<file path="src/rtl/router_reg_if.sv">
// Bus between router_fsm/input side and the router_reg datapath stage.
// Optional err_cnt output present only when ROUTER_REG_ERR_CNT_EN is defined.
interface router_reg_if #(
  parameter int DATA_WIDTH = 8
);
  logic                  pkt_valid;
  logic [DATA_WIDTH-1:0] data_in;
  logic                  fifo_full;
  logic                  detect_add;
  logic                  lfd_state;
  logic                  ld_state;
  logic                  laf_state;
  logic                  full_state;
  logic                  rst_int_reg;
  logic                  parity_done;
  logic                  low_pkt_valid;
  logic                  err;
  logic [DATA_WIDTH-1:0] dout;
`ifdef ROUTER_REG_ERR_CNT_EN
  logic [7:0]            err_cnt;
`endif

  modport master (
    output pkt_valid, data_in, fifo_full, detect_add, lfd_state, ld_state,
           laf_state, full_state, rst_int_reg,
`ifdef ROUTER_REG_ERR_CNT_EN
    input  err_cnt,
`endif
    input  parity_done, low_pkt_valid, err, dout
  );

  modport slave (
    input  pkt_valid, data_in, fifo_full, detect_add, lfd_state, ld_state,
           laf_state, full_state, rst_int_reg,
`ifdef ROUTER_REG_ERR_CNT_EN
    output err_cnt,
`endif
    output parity_done, low_pkt_valid, err, dout
  );
endinterface

</file>
<file path="src/rtl/router_reg.sv">
// Router 1x3 datapath register: header/hold capture, running parity and error flag.
// Define ROUTER_REG_ERR_CNT_EN to add a saturating 8-bit parity error counter.
module router_reg #(
  parameter int DATA_WIDTH = 8
) (
  input logic        clock,
  input logic        reset,
  router_reg_if.slave bus
);
  logic [DATA_WIDTH-1:0] dout_q, dout_d;
  logic [DATA_WIDTH-1:0] header_q, header_d;
  logic [DATA_WIDTH-1:0] hold_q, hold_d;
  logic                  hold_par_q, hold_par_d;
  logic [DATA_WIDTH-1:0] int_par_q, int_par_d;
  logic [DATA_WIDTH-1:0] pkt_par_q, pkt_par_d;
  logic                  pdone_q, pdone_d;
  logic                  lpv_q, lpv_d;
  logic                  err_q, err_d;

  always_comb begin
    dout_d     = dout_q;
    header_d   = header_q;
    hold_d     = hold_q;
    hold_par_d = hold_par_q;
    int_par_d  = int_par_q;
    pkt_par_d  = pkt_par_q;
    pdone_d    = pdone_q;
    lpv_d      = lpv_q;
    err_d      = err_q;

    // Strobes are one-hot from the FSM; the else-chain sets priority if not.
    if (bus.detect_add) begin
      if (bus.pkt_valid && bus.data_in[1:0] != 2'b11) header_d = bus.data_in;
      int_par_d = '0;
      pkt_par_d = '0;
      pdone_d   = 1'b0;
    end else if (bus.lfd_state) begin
      dout_d    = header_q;
      int_par_d = int_par_q ^ header_q;
    end else if (bus.ld_state) begin
      if (!bus.fifo_full) begin
        dout_d = bus.data_in;
        if (bus.pkt_valid) begin
          int_par_d = int_par_q ^ bus.data_in;
        end else begin
          pkt_par_d = bus.data_in;
          pdone_d   = 1'b1;
        end
      end else begin
        hold_d     = bus.data_in;
        hold_par_d = !bus.pkt_valid;
      end
      if (!bus.pkt_valid) lpv_d = 1'b1;
    end else if (bus.laf_state && !pdone_q) begin
      // Replay the byte parked while the FIFO was full; it may be the parity byte.
      dout_d = hold_q;
      if (hold_par_q) begin
        pkt_par_d = hold_q;
        pdone_d   = 1'b1;
      end else begin
        int_par_d = int_par_q ^ hold_q;
      end
    end

    if (bus.rst_int_reg) lpv_d = 1'b0;

    if (bus.detect_add)  err_d = 1'b0;
    else if (pdone_q)    err_d = (int_par_q != pkt_par_q);
  end

  always_ff @(posedge clock) begin
    if (reset) begin
      dout_q     <= '0;
      header_q   <= '0;
      hold_q     <= '0;
      hold_par_q <= 1'b0;
      int_par_q  <= '0;
      pkt_par_q  <= '0;
      pdone_q    <= 1'b0;
      lpv_q      <= 1'b0;
      err_q      <= 1'b0;
    end else begin
      dout_q     <= dout_d;
      header_q   <= header_d;
      hold_q     <= hold_d;
      hold_par_q <= hold_par_d;
      int_par_q  <= int_par_d;
      pkt_par_q  <= pkt_par_d;
      pdone_q    <= pdone_d;
      lpv_q      <= lpv_d;
      err_q      <= err_d;
    end
  end

  assign bus.dout          = dout_q;
  assign bus.parity_done   = pdone_q;
  assign bus.low_pkt_valid = lpv_q;
  assign bus.err           = err_q;

`ifdef ROUTER_REG_ERR_CNT_EN
  logic [7:0] err_cnt_q, err_cnt_d;

  always_comb begin
    err_cnt_d = err_cnt_q;
    if (err_d && !err_q && err_cnt_q != 8'hFF) err_cnt_d = err_cnt_q + 8'd1;
  end

  always_ff @(posedge clock) begin
    if (reset) err_cnt_q <= 8'd0;
    else       err_cnt_q <= err_cnt_d;
  end

  assign bus.err_cnt = err_cnt_q;
`endif
endmodule

</file>
<file path="src/flat_wrapper.sv">
// flat-port wrapper written by rule: the top's interface ports become plain ports
module router_reg_flat 
#(
  parameter int DATA_WIDTH = 8
)
  (clock, reset, bus_pkt_valid, bus_data_in, bus_fifo_full, bus_detect_add, bus_lfd_state, bus_ld_state, bus_laf_state, bus_full_state, bus_rst_int_reg, bus_parity_done, bus_low_pkt_valid, bus_err, bus_dout);
  router_reg_if #(.DATA_WIDTH(DATA_WIDTH)) bus_i ();
  input logic clock;
  input logic reset;
  input wire logic [$bits(bus_i.pkt_valid)-1:0] bus_pkt_valid;
  input wire logic [$bits(bus_i.data_in)-1:0] bus_data_in;
  input wire logic [$bits(bus_i.fifo_full)-1:0] bus_fifo_full;
  input wire logic [$bits(bus_i.detect_add)-1:0] bus_detect_add;
  input wire logic [$bits(bus_i.lfd_state)-1:0] bus_lfd_state;
  input wire logic [$bits(bus_i.ld_state)-1:0] bus_ld_state;
  input wire logic [$bits(bus_i.laf_state)-1:0] bus_laf_state;
  input wire logic [$bits(bus_i.full_state)-1:0] bus_full_state;
  input wire logic [$bits(bus_i.rst_int_reg)-1:0] bus_rst_int_reg;
  output wire logic [$bits(bus_i.parity_done)-1:0] bus_parity_done;
  output wire logic [$bits(bus_i.low_pkt_valid)-1:0] bus_low_pkt_valid;
  output wire logic [$bits(bus_i.err)-1:0] bus_err;
  output wire logic [$bits(bus_i.dout)-1:0] bus_dout;
  assign bus_i.pkt_valid = bus_pkt_valid;
  assign bus_i.data_in = bus_data_in;
  assign bus_i.fifo_full = bus_fifo_full;
  assign bus_i.detect_add = bus_detect_add;
  assign bus_i.lfd_state = bus_lfd_state;
  assign bus_i.ld_state = bus_ld_state;
  assign bus_i.laf_state = bus_laf_state;
  assign bus_i.full_state = bus_full_state;
  assign bus_i.rst_int_reg = bus_rst_int_reg;
  assign bus_parity_done = bus_i.parity_done;
  assign bus_low_pkt_valid = bus_i.low_pkt_valid;
  assign bus_err = bus_i.err;
  assign bus_dout = bus_i.dout;
  router_reg #(.DATA_WIDTH(DATA_WIDTH)) u_core (.clock(clock), .reset(reset), .bus(bus_i));
endmodule
</file>
<file path="config.mk">
export PLATFORM = sky130hd
export DESIGN_NAME = router_reg_flat
export DESIGN_NICKNAME = d
export VERILOG_FILES = /design/src/rtl/router_reg_if.sv /design/src/rtl/router_reg.sv /design/src/flat_wrapper.sv
export SDC_FILE = /design/constraint.sdc
export NUM_CORES = 1
export LEC_CHECK = 0
export ABC_CLOCK_PERIOD_IN_PS = 1300
export BUFFER_PORTS_ARGS = -buffer_cell sky130_fd_sc_hd__buf_2
export CAP_MARGIN = 20
export CORE_MARGIN = 5
export CORE_UTILIZATION = 35
export CTS_CLUSTER_DIAMETER = 120
export DETAILED_ROUTE_END_ITERATION = 6
export GPL_ROUTABILITY_DRIVEN = 0
export HOLD_SLACK_MARGIN = 0.02
export MAX_ROUTING_LAYER = met4
export PLACE_DENSITY = 0.57
export SLEW_MARGIN = 20
export SYNTH_ARGS = -nofsm -noshare
export SYNTH_HDL_FRONTEND = slang
export SYNTH_SLANG_ARGS = --single-unit
export TNS_END_PERCENT = 100
</file>
<file path="constraint.sdc">
create_clock -name clock -period 1.3 [get_ports clock]
set_clock_uncertainty 0.05 [all_clocks]
set_input_delay 0.26 -clock clock [delete_from_list [all_inputs] [get_ports clock]]
set_output_delay 0.26 -clock clock [all_outputs]
set_load 0.03 [all_outputs]
</file>
### Word-level counts from Yosys, hierarchy flattened

Cells that the tools add are included.

| storage, ports and cells | value |
|---|---|
| output and inout bits | 11 |
| logic and storage cells | 57 |
| bits in registers | 44 |

| operators by class | value |
|---|---|
| multiplexer cells | 20 |
| reductions and logical operators | 15 |
| bitwise operators | 6 |
| equality and inequality tests | 7 |

Operator list:

| kind | number |
|---|---|
| 8-bit 2-to-1 mux | 15 |
| 8-bit bitwise XOR | 3 |
| 4-bit AND reduction | 3 |
| 3-bit != test, second input constant | 3 |
| 8-bit != test | 1 |
| 2-bit != test, second input constant | 3 |
| 1-bit 2-to-1 mux | 5 |
| 5-bit AND reduction | 1 |
| 2-bit nonzero test | 2 |
| 2-bit OR reduction | 2 |
| 1-bit NOT | 3 |
| 3-bit AND reduction | 1 |
| 3-bit nonzero test | 1 |
| 1-bit logical AND | 2 |
| 1-bit zero test | 2 |
| 2-bit AND reduction | 1 |

### Depth between registers and ports, before layout

| depth | value |
|---|---|
| depth in word-level cells | 5 |
| gate-level depth with buffers | 6 |
| depth with buffers taken out | 4 |

### Worst setup path before layout

OpenSTA, ideal clock, no wires.

| path | value |
|---|---|
| path kind | register to register |
| start | register u_core.pdone_q, in the netlist u_core.bus.parity_done |
| end | register u_core.int_par_q[6] |
| data required time | 1.134 ns |
| setup time | 0.116 ns |
| buffers on the path | 1 |
| stages on the path, launching flop included | 5 |
| data arrival time | 1.462 ns |
| path slack | -0.327 ns |
| cell sequence | dfxtp_1 > nor3b_2 > a221o_2 > buf_6 > a31o_1 |

| between the ends | value |
|---|---|
| word-level cells in the longest chain between the ends | 4 |

Ends and longest elaborated chain:

| element | RTL line | source |
|---|---|---|
| from (decl) | router_reg.sv:16 | `logic pdone_q, pdone_d;` |
| from (signal assigned) | router_reg.sv:89 | `pdone_q <= pdone_d;` |
| 1-bit zero test | router_reg.sv:54 | `end else if (bus.laf_state && !pdone_q) begin` |
| 1-bit logical AND | router_reg.sv:54 |  |
| 3-bit nonzero test (no source line) | - |  |
| 4-bit AND reduction (no source line) | - |  |
| to (signal assigned) | router_reg.sv:87 | `int_par_q <= int_par_d;` |
| to (decl) | router_reg.sv:14 | `logic [DATA_WIDTH-1:0] int_par_q, int_par_d;` |

No other way between the ends.
A chain may end at the register's enable or synchronous reset.

### Worst setup path in the final report

| path | value |
|---|---|
| start | register u_core.pdone_q, in the netlist u_core.bus.parity_done |
| end | register u_core.pkt_par_q[1] |

| between the ends | value |
|---|---|
| word-level cells in the longest chain between the ends | 4 |

Ends and longest elaborated chain:

| element | RTL line | source |
|---|---|---|
| 1-bit zero test | router_reg.sv:54 |  |
| 1-bit logical AND | router_reg.sv:54 |  |
| 2-bit nonzero test (no source line) | - |  |
| 5-bit AND reduction (no source line) | - |  |
| to (signal assigned) | router_reg.sv:88 | `pkt_par_q <= pkt_par_d;` |
| to (decl) | router_reg.sv:15 | `logic [DATA_WIDTH-1:0] pkt_par_q, pkt_par_d;` |

No other way between the ends.

==> flow_summary.json <==
{
  "status": "finished, violations left",
  "violations": "negative setup slack",
  "synth.area.top_cells": "dfxtp_1 43%, mux2i_1 12%, mux2_4 12%",
  "dr.pass1.iters": 4,
  "seq_area_frac_synth_pct": 42.7,
  "slew_violations": 0,
  "use_met3_pct": 3.14,
  "drtAntennaViolNets": 0,
  "clk_pin_slew_ps": 90,
  "grt_pass1_wl_mm": 7.93,
  "grt_start_max_net_pins": 21,
  "r2r_end": "u_core.pkt_par_q[1]",
  "routedWlPerCell_um": 13.6,
  "clock_path_buffers": 2,
  "worstHoldPathType": "in -> reg",
  "finalWorstSetupSlack_ps": -102,
  "crit_path_max_fanout": 9,
  "synth-main-ff-cell": "dfxtp_1",
  "grt_pass1_vias": 1615,
  "grt_usage_pct": 13.7,
  "vias_per_cell": 4.75,
  "finalPower_mw": 2.75,
  "power.density_mw_per_mm2": 1040,
  "worstPathArrival_ps": 1510,
  "max_freq_ghz": 0.713,
  "finalSetupViolCount": 24,
  "clock_sinks": 44,
  "synth_top_cell_by_area": "dfxtp_1",
  "drt_wl_total_mm": 4.59,
  "fill_cells": 583,
  "synth.top_cell.area_share_pct": 42.7,
  "synth-seq-cells": 44,
  "dieArea_mm2": 0.00753,
  "grt_use_met1_pct": 17.0,
  "syn_to_final_growth_pct": 28.5,
  "clock-root-buffer": "clkbuf_8",
  "nets": 278,
  "drc_errors": 0,
  "n_antenna_cell": 0,
  "period_minus_slack_ps": 1400,
  "num_rows": 28,
  "start_util_pct": 35.5,
  "maxCapViolCount": 0,
  "syn-num-nets": 225,
  "insertion_delay_ps": 300,
  "p_leak_nw": 1.12,
  "cp.required_ps": 1410,
  "rsz0062_at_grt": "yes",
  "antenna_found_initial": 0,
  "r2r_slack_ps": -100,
  "vdd_ir_drop_max_v": 0.000414,
  "syn_area_per_cell_um2": 9.96,
  "fin_util_pct": 45.6,
  "r2r.worst_path.cells": 5,
  "core_mm2": 0.00582,
  "drive_above_1_share_pct": 37.5,
  "maxSlewHeadroom_pct": 59.9,
  "place.port_buffers": 27,
  "yosys_warnings": 0,
  "worst-setup-path-type": "reg -> reg",
  "dp_cells": 325,
  "use_met2_pct": 21.7,
  "r2r_start": "u_core.bus.parity_done",
  "initialDrtViolationCount": 73,
  "cp-end-kind": "register",
  "htree_num_levels": 2,
  "die_w_um": 86.8,
  "top_usage_layer": "met2",
  "synth_edf_count": 0,
  "vias": 1595,
  "synthCells": 207,
  "critPathLaunch": "u_core.bus.parity_done",
  "cts_hold_buf": 0,
  "cts_tree": "yes",
  "die_y_um": 86.8,
  "fin_crit_sh_pct": 108,
  "synth.distinct_cells": 30,
  "worstSetupEndpoint": "u_core.pkt_par_q[1]",
  "place_hpwl_mm": 3.27,
  "numCtsBuffers": 5,
  "async_flop_share_pct": 0,
  "syn_area_mm2": 0.00206,
  "grt-ovfl-total": 0,
  "num_io_pins": 29,
  "worst_slew_pin_slew_ps": 602,
  "final_cells": 336,
  "start_kind": "register",
  "hold_viol": 0
}
## per-stage QoR
step	TNS (ps)	setup slack (ps)	area (um^2)	hold slack (ps)
global route	-3380	-182	2650	73.2
detailed placement	-5960	-288	2490	384
CTS	-2000	-113	2630	65.2
global placement	-5840	-259	2490	375
finish	-1720	-102	2650	69.3
floorplan	-1380	-90.3	2070	287
## cell families (layout without fill, tap and decap cells)
kind of cell              after synthesis  after routing  synth area share [%]
and+or+nand+nor                        70             70                  14.5
DFF                                    44             44                  42.7
muxes                                  40             40                  23.3
AOI/OAI and AO/OA                      32             33                  12.0
buffers and inverters                  13             66                  4.07
xor gates and xnor gates                8              8                  3.40
## power by group
group / switching (mW) / total (mW) / internal (mW)
Sequential: 0.0215 / 1.40 / 1.38
Clock: 0.473 / 0.905 / 0.432
Combinational: 0.223 / 0.443 / 0.220
## worst max-delay path: stages, from the launching register on
cell     delay (ps)
dfxtp_4         360
nor3b_4         230
a31o_1          220
buf_12          150
mux2i_2         200
nor2_1           50
## cell usage in the layout (no fill, tap or decap), types with 2 or more instances in the layout
cell type  count
dfxtp_1       43
nor2_1        36
buf_2         26
nand2_1       25
mux2i_1       23
buf_4         22
mux2_4        16
a31o_1         9
a21oi_1        9
a21oi_2        8
clkbuf_8       6
buf_12         6
xnor2_1        5
inv_2          3
xor2_1         3
a221o_2        2
## sequential cells by signal, indices dropped and copies added, names as in the netlist
| signal | count |
|---|---|
| u_core.bus.low_pkt_valid | 1 |
| u_core.bus.parity_done | 1 |
| u_core.int_par_q | 8 |
| u_core.pkt_par_q | 8 |
| u_core.header_q | 8 |
| u_core.hold_q | 8 |
| u_core.bus.dout | 8 |
| u_core.bus.err | 1 |
| u_core.hold_par_q | 1 |
## how the worst min path moves through the flow
stage	cells past startpoint	from	end
2_1_floorplan	1	bus_rst_int_reg	u_core.bus.low_pkt_valid
3_3_place_gp	2	bus_rst_int_reg	u_core.bus.low_pkt_valid
3_5_place_dp	2	bus_rst_int_reg	u_core.bus.low_pkt_valid
4_1_cts	2	bus_rst_int_reg	u_core.bus.low_pkt_valid
5_1_grt	2	bus_rst_int_reg	u_core.bus.low_pkt_valid
6_report	2	bus_rst_int_reg	u_core.bus.low_pkt_valid
## metal layers
layer  up-vias  routed length (um)  part of all wire (%)
met5         -                   0                     0
met3        12                 141                   3.1
li1        816                   -                     -
met1       740                2220                    48
met2        27                2070                    45
met4         0                 159                   3.5
## area by class of cell
cell class / instances / area [um^2] / share of cell area [%]
sequential: 44 / 885 / 33.4
timing repair buffer: 54 / 415 / 15.7
clock inverter: 1 / 7.51 / 0.283
clock buffer: 7 / 86.3 / 3.26
multi-input combinational: 151 / 1150 / 43.3
inverter: 4 / 15.0 / 0.567
tap: 75 / 93.8 / 3.54
## timing repair
item / in CTS / in global routing
resized for setup: 4 / 7
endpoints found under the setup margin: 24 / 27
gates cloned: 1 / 0
pin swaps: 5 / 3
buffers inserted: 2 / 0
## synth_stat cells (all sizes together), types with 2 or more instances
cell type / count
buf: 6
nor3b: 2
xnor2: 5
mux2i: 24
dfxtp: 44
nor2: 36
nand2: 25
mux2: 16
a211oi: 2
a31o: 9
clkbuf: 3
xor2: 3
a21oi: 17
inv: 4
No activity file was read; power rests on OpenSTA's default activity.
